### config.mk
export PLATFORM = sky130hd
export DESIGN_NAME = expr_gen
export DESIGN_NICKNAME = d
export VERILOG_FILES = /design/src/rtl/expr_pkg.sv /design/src/rtl/expr_char_enc.sv /design/src/rtl/expr_gen.sv
export SDC_FILE = /design/constraint.sdc
export NUM_CORES = 1
export LEC_CHECK = 0
export ABC_AREA = 0
export CAP_MARGIN = 20
export CORE_MARGIN = 1
export CORE_UTILIZATION = 50
export DETAILED_ROUTE_END_ITERATION = 6
export GPL_ROUTABILITY_DRIVEN = 0
export PLACE_DENSITY = 0.89
export RECOVER_POWER = 50
export SETUP_SLACK_MARGIN = 0.1
export SYNTH_ARGS = -nofsm -noshare
export SYNTH_HDL_FRONTEND = slang
export SYNTH_HIERARCHICAL = 1
export SYNTH_SLANG_ARGS = --single-unit
### constraint.sdc
create_clock -name clk -period 3.7 [get_ports clk]
set_input_delay 1.11 -clock clk [delete_from_list [all_inputs] [get_ports clk]]
set_output_delay 1.11 -clock clk [all_outputs]
set_load 0.005 [all_outputs]
### src/rtl/expr_pkg.sv
// Shared constants for the expression generator: ASCII codes, FSM state
// encoding and the default operand capacity.
package expr_pkg;

    localparam int DEF_MAX_OPERANDS = 8;

    localparam logic [7:0] CH_ZERO = 8'h30;
    localparam logic [7:0] CH_PLUS = 8'h2B;
    localparam logic [7:0] CH_MUL  = 8'h2A;

    localparam logic [1:0] ST_IDLE  = 2'd0;
    localparam logic [1:0] ST_DIGIT = 2'd1;
    localparam logic [1:0] ST_OP    = 2'd2;
    localparam logic [1:0] ST_FIN   = 2'd3;

endpackage

### src/rtl/expr_char_enc.sv
// Combinational character encoder: a BCD digit becomes '0'..'9', an
// operator bit becomes '+' (0) or '*' (1).
module expr_char_enc
    import expr_pkg::*;
(
    input  logic       sel_op,
    input  logic [3:0] digit,
    input  logic       op_bit,
    output logic [7:0] ascii
);

    assign ascii = sel_op ? (op_bit ? CH_MUL : CH_PLUS)
                          : (CH_ZERO + {4'h0, digit});

endmodule

### src/rtl/expr_gen.sv
// Streams a captured "digit (op digit)*" expression as ASCII characters over
// a valid/ready output, one character per accepted transfer.
module expr_gen
    import expr_pkg::*;
#(
    parameter int MAX_OPERANDS = DEF_MAX_OPERANDS
) (
    input  logic                      clk,
    input  logic                      clr,
    input  logic                      start,
    input  logic [3:0]                num_cnt,
    input  logic [4*MAX_OPERANDS-1:0] digits,
    input  logic [MAX_OPERANDS-2:0]   ops,
    input  logic                      out_ready,
    output logic [7:0]                out_char,
    output logic                      out_valid,
    output logic                      busy,
    output logic                      done,
    output logic                      err,
    output logic [1:0]                o_state
);

    // Handshake: a character moves on any cycle where out_valid and
    // out_ready are both high; while out_valid is high and out_ready is low
    // the FSM does not advance, so out_char/out_valid hold their values.

    localparam logic [3:0] MAX_N = 4'(MAX_OPERANDS);

    logic [1:0]                r_state;
    logic [4*MAX_OPERANDS-1:0] r_digits;
    logic [MAX_OPERANDS-2:0]   r_ops;
    logic [3:0]                r_num;
    logic [3:0]                r_idx;
    logic                      r_err;

    logic       w_req_ok;
    logic       w_last;
    logic       w_xfer;
    logic       w_sel_op;
    logic [3:0] w_digit;
    logic       w_op_bit;
    logic [7:0] w_ascii;

    // Only operands below num_cnt are range-checked; unused slots are don't-care.
    always_comb begin
        w_req_ok = (num_cnt != 4'd0) && (num_cnt <= MAX_N);
        for (int k = 0; k < MAX_OPERANDS; k++) begin
            if ((4'(k) < num_cnt) && (digits[4*k +: 4] > 4'd9)) begin
                w_req_ok = 1'b0;
            end
        end
    end

    assign w_sel_op = (r_state == ST_OP);
    assign w_digit  = 4'(r_digits >> {r_idx, 2'b00});
    assign w_op_bit = 1'(r_ops >> r_idx);
    assign w_last   = (r_idx == (r_num - 4'd1));
    assign w_xfer   = out_valid && out_ready;

    expr_char_enc u_enc (
        .sel_op (w_sel_op),
        .digit  (w_digit),
        .op_bit (w_op_bit),
        .ascii  (w_ascii)
    );

    always_ff @(posedge clk) begin
        if (clr) begin
            r_state  <= ST_IDLE;
            r_digits <= '0;
            r_ops    <= '0;
            r_num    <= 4'd0;
            r_idx    <= 4'd0;
            r_err    <= 1'b0;
        end else begin
            r_err <= 1'b0;
            case (r_state)
                ST_IDLE: begin
                    if (start) begin
                        if (w_req_ok) begin
                            r_digits <= digits;
                            r_ops    <= ops;
                            r_num    <= num_cnt;
                            r_idx    <= 4'd0;
                            r_state  <= ST_DIGIT;
                        end else begin
                            r_err <= 1'b1;
                        end
                    end
                end
                ST_DIGIT: begin
                    if (w_xfer) begin
                        r_state <= w_last ? ST_FIN : ST_OP;
                    end
                end
                ST_OP: begin
                    if (w_xfer) begin
                        r_idx   <= r_idx + 4'd1;
                        r_state <= ST_DIGIT;
                    end
                end
                ST_FIN: begin
                    r_idx   <= 4'd0;
                    r_state <= ST_IDLE;
                end
                default: r_state <= ST_IDLE;
            endcase
        end
    end

    assign out_valid = (r_state == ST_DIGIT) || (r_state == ST_OP);
    assign out_char  = out_valid ? w_ascii : 8'h00;
    assign busy      = out_valid;
    assign done      = (r_state == ST_FIN);
    assign err       = r_err;
    assign o_state   = r_state;

endmodule

==> run metrics <==
CP Data Required Time 2590 ps; die area 5683 µm²; Yosys warning count 6; largest net degree at the start of global routing 52; Pint 0.0007613 W; crit path time final 3447 ps; clock root buffer clkbuf_8; Cell variety after synth 44; hpwl dp 4.482 mm; DR vias 2189; minimum hold slack 499.1 ps; sequential share of power 0.542; Final Setup Violations 0; Fin Setup TNS 0 ps; Sw Pwr 0.0002583 W; HP Class reg -> reg; GRT busiest layer met2; Comb pwr share 0.142; crit path kind reg -> out; DR vias/cell 5.500; Setup crit start kind register; initial antenna violation count 0; clock skew 10.59 ps; GRT Overall Usage 0.2301; dpl cell area 3231 µm²; CTS clk-pin slew, worst paths 90 ps; r2r setup slk 1670 ps; Yosys reg bits 50; Clock power frac 0.316; met2 Usage GRT 0.3929; core area 5140 µm²; Max Cap Viol 0; Hold Crit Depth 2; Slowest-stage cell, CP mux4_2; ANT nets after route 0; fmax 290.1 MHz; Layout area overhead 22.21%; grt total ovfl 0; vias in the first global route 2058; Die Wd 75.39 µm; post-DR wirelength/cell 15.28 µm; Slew Limit Fails 0; Slew HR 0.4885; CTS tree yes; sw frac 0.2534; syn_area_per_cell 9.686 µm²; PD cells 309.9 nW/µm²; dpl ws 441.7 ps; share of cells above drive strength 1 0.07622; row count 26; critical path cell sequence buf_4, mux4_2, nand2_1, a21oi_1, or2_1, and2_1, clkdlybuf4s50_1; CP Max Fanout 15; Fillers 460; Gate Count Post-Synth 278; first-pass GRT wire length 9.563 mm; Setup Buffers After CTS 0; Crit. End Element output port; H-Tree Depth 2; Total Power 0.001020 W; GR Util met3 0.05159; slowest stage delay, CP 530 ps; r2r worst-path depth 7; VDD IR-drop max 0.0002184 V; first drt pass iteration count 4; status complete, no violations; register area share after synthesis 0.3717; initial drt markers 187; Worst Slack Setup Final 252.5 ps; fin crit share 0.9317; nets 381; Worst-Margin Slew 767.2 ps; RSZ-0062 raised after global routing false; Antenna diodes 0; chip height 75.39 µm; I/O Buffers 58; Routed WL 6.080 mm; Design Area, Final 3291 µm²; clk sink count 50; worst path arrival time 2340 ps; Hold Fails Final Rpt 0; worst skew pair latency 310 ps; starting density of the core 0.5239; I/O pins 61; DRC errors left 0; post-synthesis cell area 2693 µm²; TritonCTS Buffers 5; GR Util met1 0.2782; deepest clock path buffer count 2; static leakage 1.516 nW
flip-flops by register name, indices dropped and copies added (netlist names):
name,flops
r_digits,32
r_ops,7
r_idx,4
r_num,4
o_state,2
err,1
metal layers:
layer	wire (µm)	vias up
met5	0	-
met4	158	0
met3	348	17
met2	3106	86
met1	2467	1022
li1	-	1064
cells in the mapped netlist (all sizes together):
cell,count,area share
dfxtp,50,0.37
nor2,50,0.070
mux2i,44,0.16
inv,16,0.022
buf,13,0.054
nand2,11,0.015
o21ai,10,0.020
mux4,9,0.075
a21oi,8,0.019
and2,8,0.019
clkbuf,8,0.011
ha,7,0.033
o32ai,5,0.019
nand4,4,0.0093
o211ai,4,0.011
a211oi,3,0.0084
or2,3,0.0070
xnor2,3,0.0098
xor2,3,0.0098
conb,2,0.0028
nand3,2,0.0037
nor3,2,0.0037
or3,2,0.0065
a21boi,1,0.0028
a221o,1,0.0037
a31oi,1,0.0023
a32oi,1,0.0033
a41oi,1,0.0060
nand2b,1,0.0023
nor2b,1,0.0023
o221ai,1,0.0033
o22ai,1,0.0023
o311a,1,0.0037
o41ai,1,0.0033
logic make-up after synthesis:
group / after synthesis / share of synthesized area
simple gates: 84 / 0.1385
flops: 50 / 0.3717
compound gates: 39 / 0.1083
buf+inv: 37 / 0.08782
mux: 53 / 0.2388
other cells: 2 / 0.002789
xor+xnor: 6 / 0.01952
fa+ha+maj: 7 / 0.03253
final cells by class:
type	instances	area (µm²)	area share
clock inverter	2	13.76	0.004183
sequential	50	1002	0.3046
clock buffer	6	72.57	0.02205
inverter	16	60.06	0.01825
timing repair buffer	62	610.6	0.1856
tap	70	87.58	0.02662
multi-input combinational	192	1444	0.4388
per-stage QoR:
step           utilization  cells
5_1_grt             0.6402    398
6_report            0.6402    398
4_1_cts             0.6453    398
3_5_place_dp        0.6285    390
3_3_place_gp        0.6285    390
2_1_floorplan            -    279
power by group through the flow:
stage | Combinational (W) | Sequential (W) | Clock, W
6_report | 0.000144 | 0.000553 | 0.000323
5_1_grt | 0.000157 | 0.000554 | 0.000349
3_5_place_dp | 0.000148 | 0.000565 | 0
4_1_cts | 0.000149 | 0.000553 | 0.000327
2_1_floorplan | 0.0000759 | 0.000563 | 0
3_3_place_gp | 0.000143 | 0.000565 | 0
timing repair:
item / in CTS / in global routing
setup endpoints to repair: 0 / 1
gates resized for setup: 0 / 1
hold buffers: 0 / 0
critical path: cells and delay by family (launching register included):
kind / cells / cell delay, ps
compound gates: 1 / 70
buf+inv: 2 / 670
flops: 1 / 320
mux: 1 / 530
simple gates: 3 / 440
path summary, 6_finish.rpt:
check              from           to
min reg2reg    r_ops[0]     r_ops[0]
min            r_ops[0]     r_ops[0]
max            r_idx[0]  out_char[3]
max reg2reg  o_state[0]   o_state[0]
cell usage in the layout, fill, tap and decap left out, types with 2 or more instances in the layout:
cell             instances
xor2_1                   3
nand2_1                 11
nand4_1                  4
a211oi_1                 3
ha_1                     7
nor2_1                  50
dfxtp_1                 49
a21oi_1                  7
inv_1                   15
o32ai_1                  5
o21ai_0                  8
xnor2_1                  3
nor3_1                   2
and2_1                   8
nand3_1                  2
mux2i_1                 44
clkdlybuf4s50_1         53
o211ai_1                 4
clkbuf_8                 5
buf_4                    3
or2_1                    2
dlygate4sd3_1            5
conb_1                   3
mux4_2                   9
Power figures use the tool's default switching activity.
